**src/rtl/pipe_hazard_pkg.sv**
```systemverilog
// rtl/pipe_hazard_pkg.sv - shared types and helpers for the ID-stage hazard tracker
package pipe_hazard_pkg;

  // Slot register fields are sized for the widest supported register file;
  // narrower address widths are zero-extended on entry.
  localparam int RN_MAX = 8;

  localparam int FWD_RF = 0;

  typedef struct packed {
    logic              valid;
    logic              wreg;
    logic              m2reg;
    logic [RN_MAX-1:0] rn;
    logic              st_late;
  } slot_t;

  function automatic int fw_width(input int depth);
    return $clog2(depth + 1);
  endfunction

endpackage

```
**src/rtl/pipe_hazard_match.sv**
```systemverilog
// rtl/pipe_hazard_match.sv - priority match of one source operand against the in-flight slots
module pipe_hazard_match
  import pipe_hazard_pkg::*;
#(
  parameter int DEPTH = 3,
  parameter int FW    = fw_width(DEPTH)
) (
  input  slot_t             slots [DEPTH],
  input  logic [RN_MAX-1:0] src,
  input  logic              use_src,
  output logic              hit,
  output logic [FW-1:0]     idx,
  output logic              load_pend
);

  // Scan from the oldest slot down so the youngest matching writer wins.
  always_comb begin
    hit       = 1'b0;
    idx       = '0;
    load_pend = 1'b0;
    for (int k = DEPTH - 1; k >= 0; k--) begin
      if (use_src && (src != '0) && slots[k].valid && slots[k].wreg &&
          (slots[k].rn == src)) begin
        hit       = 1'b1;
        idx       = FW'(k);
        load_pend = slots[k].m2reg;
      end
    end
  end

endmodule

```
**src/rtl/pipe_hazard_unit.sv**
```systemverilog
// rtl/pipe_hazard_unit.sv - in-flight destination tracker producing forwarding selects and load-use stalls
module pipe_hazard_unit
  import pipe_hazard_pkg::*;
#(
  parameter int RW         = 5,
  parameter int DEPTH      = 3,
  parameter int LOAD_STAGE = 1,
  parameter int CW         = 16,
  parameter int FW         = fw_width(DEPTH)
) (
  input  logic          clock,
  input  logic          reset,
  input  logic          hold,
  input  logic          flush,
  input  logic          id_valid,
  input  logic          id_wreg,
  input  logic          id_m2reg,
  input  logic [RW-1:0] id_rn,
  input  logic [RW-1:0] id_rs,
  input  logic [RW-1:0] id_rt,
  input  logic          id_use_rs,
  input  logic          id_use_rt,
  input  logic          id_is_store,
  output logic          stall,
  output logic [FW-1:0] fwd_a,
  output logic [FW-1:0] fwd_b,
  output logic          mem_store_late,
  output logic [CW-1:0] stall_count
);

  slot_t slots [DEPTH];

  logic          hit_a, hit_b;
  logic [FW-1:0] idx_a, idx_b;
  logic          ld_a, ld_b;

  pipe_hazard_match #(.DEPTH(DEPTH), .FW(FW)) u_match_rs (
    .slots     (slots),
    .src       (RN_MAX'(id_rs)),
    .use_src   (id_use_rs),
    .hit       (hit_a),
    .idx       (idx_a),
    .load_pend (ld_a)
  );

  pipe_hazard_match #(.DEPTH(DEPTH), .FW(FW)) u_match_rt (
    .slots     (slots),
    .src       (RN_MAX'(id_rt)),
    .use_src   (id_use_rt),
    .hit       (hit_b),
    .idx       (idx_b),
    .load_pend (ld_b)
  );

  logic  load_early_a, load_early_b;
  logic  late_ok_b;
  logic  haz_a, haz_b;
  logic  st_late_b;
  logic  take_id;
  slot_t id_rec;

  always_comb begin
    load_early_a = hit_a && ld_a && (int'(idx_a) < LOAD_STAGE);
    load_early_b = hit_b && ld_b && (int'(idx_b) < LOAD_STAGE);
    // Store data may be picked up one stage later than an ALU operand.
    late_ok_b    = id_is_store && ((int'(idx_b) + 1) >= LOAD_STAGE);
    haz_a        = load_early_a;
    haz_b        = load_early_b && !late_ok_b;
    st_late_b    = load_early_b && late_ok_b;

    stall   = id_valid && !flush && (haz_a || haz_b);
    take_id = id_valid && !stall && !flush;

    fwd_a = hit_a ? FW'(idx_a + FW'(1)) : FW'(FWD_RF);
    fwd_b = hit_b ? FW'(idx_b + FW'(1)) : FW'(FWD_RF);

    id_rec         = '0;
    id_rec.valid   = 1'b1;
    id_rec.wreg    = id_wreg;
    id_rec.m2reg   = id_m2reg;
    id_rec.rn      = RN_MAX'(id_rn);
    id_rec.st_late = st_late_b;
  end

  always_ff @(posedge clock or posedge reset) begin
    if (reset) begin
      for (int k = 0; k < DEPTH; k++) begin
        slots[k] <= '0;
      end
      stall_count <= '0;
    end else if (!hold) begin
      for (int k = DEPTH - 1; k > 0; k--) begin
        slots[k] <= slots[k-1];
      end
      slots[0] <= take_id ? id_rec : '0;
      if (stall && (stall_count != {CW{1'b1}})) begin
        stall_count <= stall_count + CW'(1);
      end
    end
  end

  assign mem_store_late = slots[1].valid && slots[1].st_late;

endmodule

```
**config.mk**
```make
export PLATFORM = sky130hd
export DESIGN_NAME = pipe_hazard_unit
export DESIGN_NICKNAME = d
export VERILOG_FILES = /design/src/rtl/pipe_hazard_pkg.sv /design/src/rtl/pipe_hazard_match.sv /design/src/rtl/pipe_hazard_unit.sv
export SDC_FILE = /design/constraint.sdc
export NUM_CORES = 1
export LEC_CHECK = 0
export CORE_MARGIN = 1.5
export CORE_UTILIZATION = 53
export DETAILED_ROUTE_END_ITERATION = 10
export PLACE_DENSITY = 0.83
export SLEW_MARGIN = 20
export SYNTH_ARGS = -nofsm -noshare
export SYNTH_HDL_FRONTEND = slang
export SYNTH_SLANG_ARGS = --single-unit
```
**constraint.sdc**
```tcl
create_clock -name clock -period 3.96 [get_ports clock]
set_input_delay 0.792 -clock clock [delete_from_list [all_inputs] [get_ports clock]]
set_output_delay 0.792 -clock clock [all_outputs]
set_load 0.1 [all_outputs]
```
==> flow_summary_export.csv, run 1 <==
group,metric,value,unit
placed_design,port_buffers,46,
critical_path,required,3.17,ns
finish,mostFrequentLayoutCells,"dfrtp_1 (42), buf_4 (36), clkdlybuf4s50_1 (31)",
finish,fin_area,0.00370,mm²
critical_path,startpoint,"id_rt[1]",
routing,drc,0,
sta,fmax,259,MHz
clock_network,insertion_delay,0.30,ns
finish,fillers,311,
die,die_area,0.00543,mm²
routing,first_pass_iters,5,
grt,grt_usage,0.289,
min_path,min_to,"slots[24]",
critical_path,cp.arrival,3.07,ns
die,io_pins,47,
synth,ys_seq_area_frac,0.397,
sta,setup_viol,0,
sta,report.final.slew_viol_count,0,
die,std_cell_rows,25,
status,status,"finished, final reports clean",
critical_path,start_kind,"input port",
critical_path,timing.rr.end,"stall_count[1]",
critical_path,worstSetupPathType,"input port to output pin",
sta,worstMarginPinSlew,0.982,ns
routing,ant_nets,0,
routing,viasPerCell,6.20,
power_and_ir_drop,p_per_area,262,mW/mm²
sta,hold_violations,0,
synth,synth_edf_count,0,
min_path,min_path_cells,1,
placed_design,place_congestion,0.954,
placed_design,dp_hpwl,5010,µm
min_path,min_path_type,"flip-flop to flip-flop",
grt,grt_pass1_vias,2491,
finish,final_common_cell,"dfrtp_1",
grt,antenna_found_initial,0,
synth,ys_warn_count,0,
finish,nets,371,
clock_network,clk_path_buf_depth,2,
routing,finalWirelength,7320,µm
sta,tns,0,ns
critical_path,reg2reg_depth,11,
synth,syn_area_per_cell,10.1,µm²
sta,skew,0.00948,ns
placed_design,postPlaceCellArea,0.00349,mm²
grt,grt_max_degree,43,
grt,grt-ovfl-total,0,
grt,busiest_layer,"met2",
power_and_ir_drop,power,0.969,mW
clock_network,cts_hold_buf,0,
routing,drt-initial-drc-count,448,
die,fp.dieH,73.7,µm
clock_network,cts_buffers,5,
finish,antennaDiodeCount,0,
critical_path,r2r_slack,0.76,ns
sta,maxSlewHeadroom,0.344,
clock_network,cts_max_level,2,
die,start_util,0.557,
grt,met3_usage,0.0562,
flow_run,max_cap_viol_count,0,
synth,synth-seq-cells,42,
power_and_ir_drop,p_leak,1.67,nW
sta,rsz0062_at_grt,"no",
die,chipWidth,73.7,µm
clock_network,clk_pin_slew,0.08,ns
min_path,min_from,"slots[24]",
grt,grt_util_met1,0.394,
power_and_ir_drop,irDropWorstVdd,0.266,mV
clock_network,cts_tree,"yes",
placed_design,placed_cells,402,
finish,final_cells,411,
synth,syn-instance-count,263,
finish,drive_gt1_frac,0.279,
die,coreArea,0.00475,mm²
sta,fin_crit_sh,0.976,
clock_network,cts-root-buf,"clkbuf_8",
synth,ys_types,47,
grt,grtUsageMet2,0.463,
synth,postSynth.asyncResetShare,1.00,
critical_path,worstSetupEndpointType,"output pin",
grt,grt_first_pass_wirelength,12000,µm
critical_path,worstPathMaxFanout,4,
sta,fin_crit,3.86,ns
sta,timing.hold.ws,0.491,ns
clock_network,clkSinkCount,42,
routing,routed-via-count,2547,
synth,syn_area,0.00265,mm²
synth,synthFlopType,"dfrtp_1",
finish,area_delta_synth_final,39.6,%
synth,syn_nets,291,
critical_path,timing.rr.start,"slots[26]",
routing,wire_per_inst,17.8,µm
## report_power, final
group	switching [mW]	internal [mW]
Clock	0.155	0.188
Combinational	0.0675	0.0802
Sequential	0.0300	0.448
Total	0.253	0.717
## synth_stat cells (6+ instances only)
cell type | count | area [µm²]
dfrtp_1 | 42 | 1050
xnor2_1 | 24 | 210
xor2_1 | 21 | 184
mux2_2 | 18 | 203
nand2_1 | 18 | 67.6
nand3_1 | 17 | 85.1
nand4_1 | 13 | 81.3
nor3_1 | 13 | 65.1
or4_1 | 8 | 60.1
a22o_1 | 7 | 61.3
clkbuf_1 | 7 | 26.3
and3_1 | 6 | 37.5
o21ai_0 | 6 | 30.0
## metal layers
metal  wire (µm)  share of wire  vias to the layer above
met3         637          0.087                       25
li1            -              -                     1139
met4         169          0.023                        0
met2        3490           0.48                      148
met5           0              0                        -
met1        3020           0.41                     1235
## cell type report
class                   count  area, µm²  share of cell area
multi-input cells         207       1640               0.444
clock buffers               6       72.6              0.0196
well taps                  67       83.8              0.0227
repair buffers             83        796               0.215
inverters                   4       15.0             0.00406
flip-flops and latches     42       1050               0.284
clock inverters             2       37.5              0.0101
## worst max-delay path: stages
cell and delay [ns]:
buf_6 0.10, xor2_1 0.13, or4_1 0.55, or4_4 0.47
nand2b_1 0.11, ha_2 0.18, o211a_4 0.16, o21a_4 0.14
a21oi_4 0.04, nor3b_4 0.20, buf_12 0.20
## flip-flops by register name (all words and copies together) (netlist names)
| register | flops |
|---|---|
| slots | 26 |
| stall_count | 16 |
## worst max path at each step
stage	end	slack, ns	depth (start not counted)
6_report	stall	0.1	11
3_5_place_dp	stall	-0.32	11
2_1_floorplan	stall	-0.31	10
5_1_grt	stall	0.02	11
4_1_cts	fwd_a[1]	0.0007	9
3_3_place_gp	stall	-0.24	11
## through the flow
step	util	setup WS [ns]
4_1_cts	0.773	0.000734
3_3_place_gp	0.733	-0.241
2_1_floorplan	-	-0.313
3_5_place_dp	0.733	-0.320
5_1_grt	0.778	0.0228
6_report	0.778	0.0960
## logic make-up after synthesis
logic type | Yosys count | share of synthesized area
DFF | 42 | 0.397
adders and majority gates | 3 | 0.0142
xor gates and xnor gates | 45 | 0.149
muxes | 18 | 0.0765
buffers and inverters | 14 | 0.0217
AOI/OAI and AO/OA | 42 | 0.136
and+or+nand+nor | 99 | 0.206
## timing repair
item                                    in CTS  in global routing
setup buffers                                1                  0
endpoints found under the setup margin       2                  2
pin swaps                                    9                  6
gates resized for setup                     31                  7
Power figures use the tool's default switching activity.
==> run 2: changes to the inputs <==
CAP_MARGIN = 15   (was default)
clock period = 4.1 ns   (was 3.96 ns; I/O delays follow)
==> flow_summary_export.csv, run 2 (synthesis results as in run 1) <==
group,metric,value,unit
power_and_ir_drop,pwr-share-seq,0.526,
die,chipWidth,73.7,µm
grt,met3_usage,0.0398,
clock_network,clk_pin_slew,0.09,ns
grt,grt_util_met1,0.390,
sta,fin_crit_sh,0.980,
power_and_ir_drop,clkPwrFrac,0.315,
sta,fin_crit,4.02,ns
min_path,min_path_cells,1,
routing,ant_nets,0,
critical_path,worstPathMaxFanout,4,
die,io_pins,47,
power_and_ir_drop,p_per_area,240,mW/mm²
die,die_area,0.00543,mm²
grt,grtUsageMet2,0.429,
sta,timing.hold.ws,0.498,ns
finish,fin_area,0.00364,mm²
status,status,"finished, final reports clean",
routing,drc,0,
sta,fmax,249,MHz
routing,routed-via-count,2459,
critical_path,worstSetupEndpointType,"output pin",
grt,busiest_layer,"met2",
die,start_util,0.557,
critical_path,start_kind,"input port",
routing,drt-initial-drc-count,320,
finish,reg_top3,"slots x26, stall_count x16",
clock_network,cts-root-buf,"clkbuf_8",
clock_network,clk_path_buf_depth,2,
critical_path,reg2reg_depth,10,
critical_path,required,3.28,ns
finish,antennaDiodeCount,0,
sta,hold_violations,0,
sta,report.final.slew_viol_count,0,
sta,worstMarginPinSlew,0.973,ns
power_and_ir_drop,pwr-share-comb,0.159,
power_and_ir_drop,switching_share,0.283,
clock_network,insertion_delay,0.30,ns
clock_network,cts_buffers,5,
power_and_ir_drop,switching_power,0.248,mW
finish,final_cells,408,
die,coreArea,0.00475,mm²
finish,mostFrequentLayoutCells,"dfrtp_1 (42), buf_4 (34), clkdlybuf4s50_1 (33)",
sta,maxSlewHeadroom,0.349,
power_and_ir_drop,irDropWorstVdd,0.211,mV
finish,regMostFlops,"slots",
routing,first_pass_iters,5,
clock_network,cts_hold_buf,0,
clock_network,clkSinkCount,42,
placed_design,postPlaceCellArea,0.00346,mm²
finish,largest_reg_flops,26,
clock_network,cts_max_level,2,
sta,setup_viol,0,
die,fp.dieH,73.7,µm
placed_design,port_buffers,46,
routing,finalWirelength,6950,µm
grt,grt_usage,0.275,
min_path,min_path_type,"flip-flop to flip-flop",
routing,wire_per_inst,17.0,µm
grt,grt_first_pass_wirelength,11200,µm
placed_design,dp_hpwl,5140,µm
finish,nets,368,
finish,area_delta_synth_final,37.3,%
grt,antenna_found_initial,0,
placed_design,place_congestion,0.961,
power_and_ir_drop,p_leak,1.63,nW
clock_network,cts_tree,"yes",
critical_path,cp.arrival,3.20,ns
sta,skew,0.00613,ns
routing,viasPerCell,6.03,
grt,grt_pass1_vias,2301,
finish,drive_gt1_frac,0.267,
grt,grt_max_degree,27,
placed_design,placed_cells,399,
critical_path,worstSetupPathType,"input port to output pin",
power_and_ir_drop,intPower,0.627,mW
finish,final_common_cell,"dfrtp_1",
grt,grt-ovfl-total,0,
flow_run,max_cap_viol_count,0,
die,std_cell_rows,25,
run 2: metrics by stage:
stage	TNS (ns)	util	worst slack, ns	power, mW
after detailed placement	-0.231	0.728	-0.231	0.602
after floorplan	-0.229	-	-0.229	0.535
after CTS	0	0.755	0.0174	0.873
after global placement	-0.172	0.728	-0.172	0.594
after global routing	-0.00562	0.765	-0.00562	0.914
final	0	0.765	0.0802	0.875
run 2: path summary, 6_finish.rpt:
path / from / endpoint / slack, ns
worst min-delay path: slots[24] / slots[24] / 0.50
worst min register to register: slots[24] / slots[24] / 0.50
worst max register to register: slots[26] / stall_count[1] / 1.03
min in group asynchronous: reset / stall_count[0] / 0.95
max in group asynchronous: reset / slots[3] / 2.37
worst max-delay path: id_rt[3] / stall / 0.08
run 2: power by group through the flow:
stage               clock, mW  combinational (mW)  sequential, mW
global route            0.302               0.151           0.462
global placement            0               0.129           0.465
floorplan                   0              0.0733           0.461
detailed placement          0               0.134           0.467
CTS                     0.277               0.137           0.459
finish                  0.276               0.139           0.460
run 2: critical path, stage by stage:
cell and delay, ns:
clkdlybuf4s50_1 0.46, or4_1 0.50, o21ai_2 0.20, or4_4 0.19, nand2b_1 0.11, ha_2 0.18, o211a_4 0.15, o21a_4 0.12
a21oi_2 0.04, nor3b_4 0.21, buf_12 0.20
run 2: layout make-up:
class / count / area (µm²)
clock buffer: 5 / 68.8
multi-input combinational: 207 / 1630
fill: 312 / 1120
sequential: 42 / 1050
clock inverter: 3 / 21.3
tap: 67 / 83.8
inverter: 4 / 15.0
timing repair buffer: 80 / 772
run 2: metal layers:
| metal | up-vias | share of wire | wire length (µm) |
|---|---|---|---|
| met4 | 0 | 0.021 | 148 |
| li1 | 1136 | - | - |
| met2 | 121 | 0.47 | 3280 |
| met3 | 23 | 0.066 | 462 |
| met1 | 1179 | 0.44 | 3050 |
| met5 | - | 0 | 0 |
run 2: what timing repair did:
item	CTS	global route
buffers inserted	1	0
resized for setup	16	12
pin swaps	3	5
endpoints found under the setup margin	1	2
==> run 3: changes to the inputs <==
ABC_AREA = 1   (was default)
CORE_UTILIZATION = 54   (was 53)
PLACE_DENSITY = 0.84   (was 0.83)
==> flow_summary_export.csv, run 3 <==
group,metric,value,unit
status,status,"finished, final reports clean",
synth,ys_types,32,
finish,final_common_cell,"nand2_1",
synth,ys_warn_count,0,
placed_design,port_buffers,46,
clock_network,cts_buffers,5,
synth,yosysMostFrequentCell,"nand2_1",
min_path,min_from,"slots[10]",
synth,yosys.area.top_type,"dfrtp_1",
sta,report.final.slew_viol_count,0,
finish,regMostFlops,"slots",
sta,rsz0062_at_grt,"no",
sta,tns,0,ns
clock_network,cts_resized,0,
grt,grtUsageMet2,0.388,
synth,synthFlopType,"dfrtp_1",
routing,drc,0,
power_and_ir_drop,p_leak,1.72,nW
clock_network,cts_hold_buf,0,
sta,hold_violations,0,
synth,synth_edf_count,0,
placed_design,dp_hpwl,5390,µm
critical_path,r2r_slack,1.70,ns
die,coreArea,0.00507,mm²
finish,fillers,451,
sta,worstMarginPinSlew,0.974,ns
finish,final_util,0.694,
synth,synth_top_area_share,0.372,
grt,grt_max_degree,43,
routing,first_pass_iters,5,
finish,final_cells,536,
die,die_area,0.00567,mm²
min_path,min_path_type,"flip-flop to flip-flop",
clock_network,clkSinkCount,42,
grt,met3_usage,0.0397,
synth,syn_nets,442,
sta,setup_viol,0,
clock_network,post_cts_buffers,0,
synth,ys_seq_area_frac,0.372,
synth,ys_top_cells_by_count,"nand2_1 (142), inv_1 (56), dfrtp_1 (42)",
finish,drive_gt1_frac,0.131,
finish,largest_reg_flops,26,
routing,drt-initial-drc-count,240,
die,fp.dieH,75.3,µm
grt,grt_first_pass_wirelength,11400,µm
clock_network,cts-root-buf,"clkbuf_8",
sta,setup_ws,0.191,ns
critical_path,timing.rr.start,"slots[23]",
clock_network,cts_tree,"yes",
grt,grt_pass1_vias,2507,
synth,synth-seq-cells,42,
grt,grt-ovfl-total,0,
finish,antennaDiodeCount,0,
finish,mostFrequentLayoutCells,"nand2_1 (142), inv_1 (56), dfrtp_1 (42)",
finish,reg_top3,"slots x26, stall_count x16",
synth,synth_area_leaders,"dfrtp_1 (37%), nand2_1 (19%), inv_1 (7.4%)",
placed_design,place_congestion,1.03,
flow_run,max_cap_viol_count,0,
critical_path,cp.arrival,3.09,ns
sta,maxSlewHeadroom,0.348,
routing,routed-via-count,2830,
critical_path,worstPathMaxFanout,7,
grt,grt_usage,0.263,
clock_network,cts_max_level,2,
power_and_ir_drop,p_per_area,256,mW/mm²
sta,fin_crit_sh,0.953,
synth,syn_area_per_cell,6.82,µm²
critical_path,worstSetupEndpointType,"output pin",
routing,wire_per_inst,12.9,µm
die,chipWidth,75.3,µm
synth,postSynth.asyncResetShare,1.00,
critical_path,worstSetupPathType,"input port to output pin",
die,io_pins,47,
routing,viasPerCell,5.28,
grt,grt_util_met1,0.392,
grt,busiest_layer,"met1",
sta,fin_crit,3.91,ns
placed_design,placed_cells,528,
synth,syn-instance-count,414,
die,start_util,0.557,
routing,ant_nets,0,
clock_network,clk_pin_slew,0.07,ns
critical_path,reg2reg_depth,14,
routing,finalWirelength,6920,µm
placed_design,dp_slack,0.243,ns
synth,syn_area,0.00283,mm²
critical_path,required,3.28,ns
power_and_ir_drop,irDropWorstVdd,0.217,mV
min_path,min_to,"slots[10]",
clock_network,insertion_delay,0.29,ns
sta,skew,0.00823,ns
sta,fmax,256,MHz
critical_path,start_kind,"input port",
critical_path,timing.rr.end,"stall_count[10]",
grt,antenna_found_initial,0,
clock_network,clk_path_buf_depth,2,
die,std_cell_rows,26,
finish,nets,493,
finish,area_delta_synth_final,24.7,%
min_path,min_path_cells,2,
sta,timing.hold.ws,0.484,ns
[run 3: changes by cell type in the layout (fill, tap and decap cells not counted), sizes merged, moves of 20 or more]
cell | previous run | this run
buf | 40 | 9
inv | 4 | 71
nand2 | 18 | 151
nand3 | 17 | 39
nor2 | 4 | 28
o21ai | 9 | 34
xnor2 | 24 | 1
xor2 | 21 | 1
[run 3: layer usage]
layer	vias up	wire (µm)
met4	0	140
met2	89	3000
met3	15	460
met1	1314	3320
met5	-	0
li1	1412	-
[run 3: cells by family (layout without fill, tap and decap cells)]
| logic type | after synthesis | count (layout) | share of synthesized area |
|---|---|---|---|
| AO/OA/AOI/OAI | 42 | 42 | 0.0824 |
| flip-flops | 42 | 42 | 0.372 |
| adder cells (fa/ha/maj) | 3 | 3 | 0.0133 |
| XOR/XNOR | 2 | 2 | 0.00620 |
| buffers and inverters | 78 | 130 | 0.106 |
| AND/OR/NAND/NOR | 247 | 247 | 0.420 |
[run 3: cell type report]
cell class,count,area [µm²],share of cell area
inverter,72,270,0.0767
sequential,42,1050,0.298
tap,70,87.6,0.0249
multi-input combinational,294,1480,0.420
timing repair buffer,50,528,0.150
clock inverter,1,30.0,0.00853
clock buffer,7,76.3,0.0217
[run 3: through the flow]
step,power [mW],cell area [µm²]
2_1_floorplan,0.532,2830
3_3_place_gp,0.585,3420
3_5_place_dp,0.586,3420
4_1_cts,0.902,3520
5_1_grt,0.941,3520
6_report,0.900,3520
[run 3: how the worst max path moves through the flow]
stage | from | endpoint | slack [ns] | depth (start not counted)
CTS | id_rt[3] | stall | 0.23 | 14
global route | id_rt[3] | stall | 0.05 | 14
finish | id_rt[3] | stall | 0.19 | 14
detailed placement | id_rt[3] | stall | 0.24 | 14
global placement | id_rt[2] | stall | 0.28 | 15
floorplan | id_rt[4] | stall | 0.12 | 14
[run 3: report_power, final]
part,switching (mW),total (mW),internal (mW)
sequential,0.0182,0.450,0.432
clock,0.138,0.320,0.182
combinational,0.0805,0.130,0.0496
[run 3: critical path, cell delays in order]
cell	delay, ns
clkdlybuf4s50_1	0.51
a21oi_1	0.27
nand2_1	0.07
nor2_1	0.15
nand3_2	0.13
nand4_1	0.13
ha_1	0.15
nand2_1	0.08
nor2_4	0.14
nand3_4	0.10
nand2_4	0.09
inv_2	0.04
nor3_2	0.19
buf_12	0.21
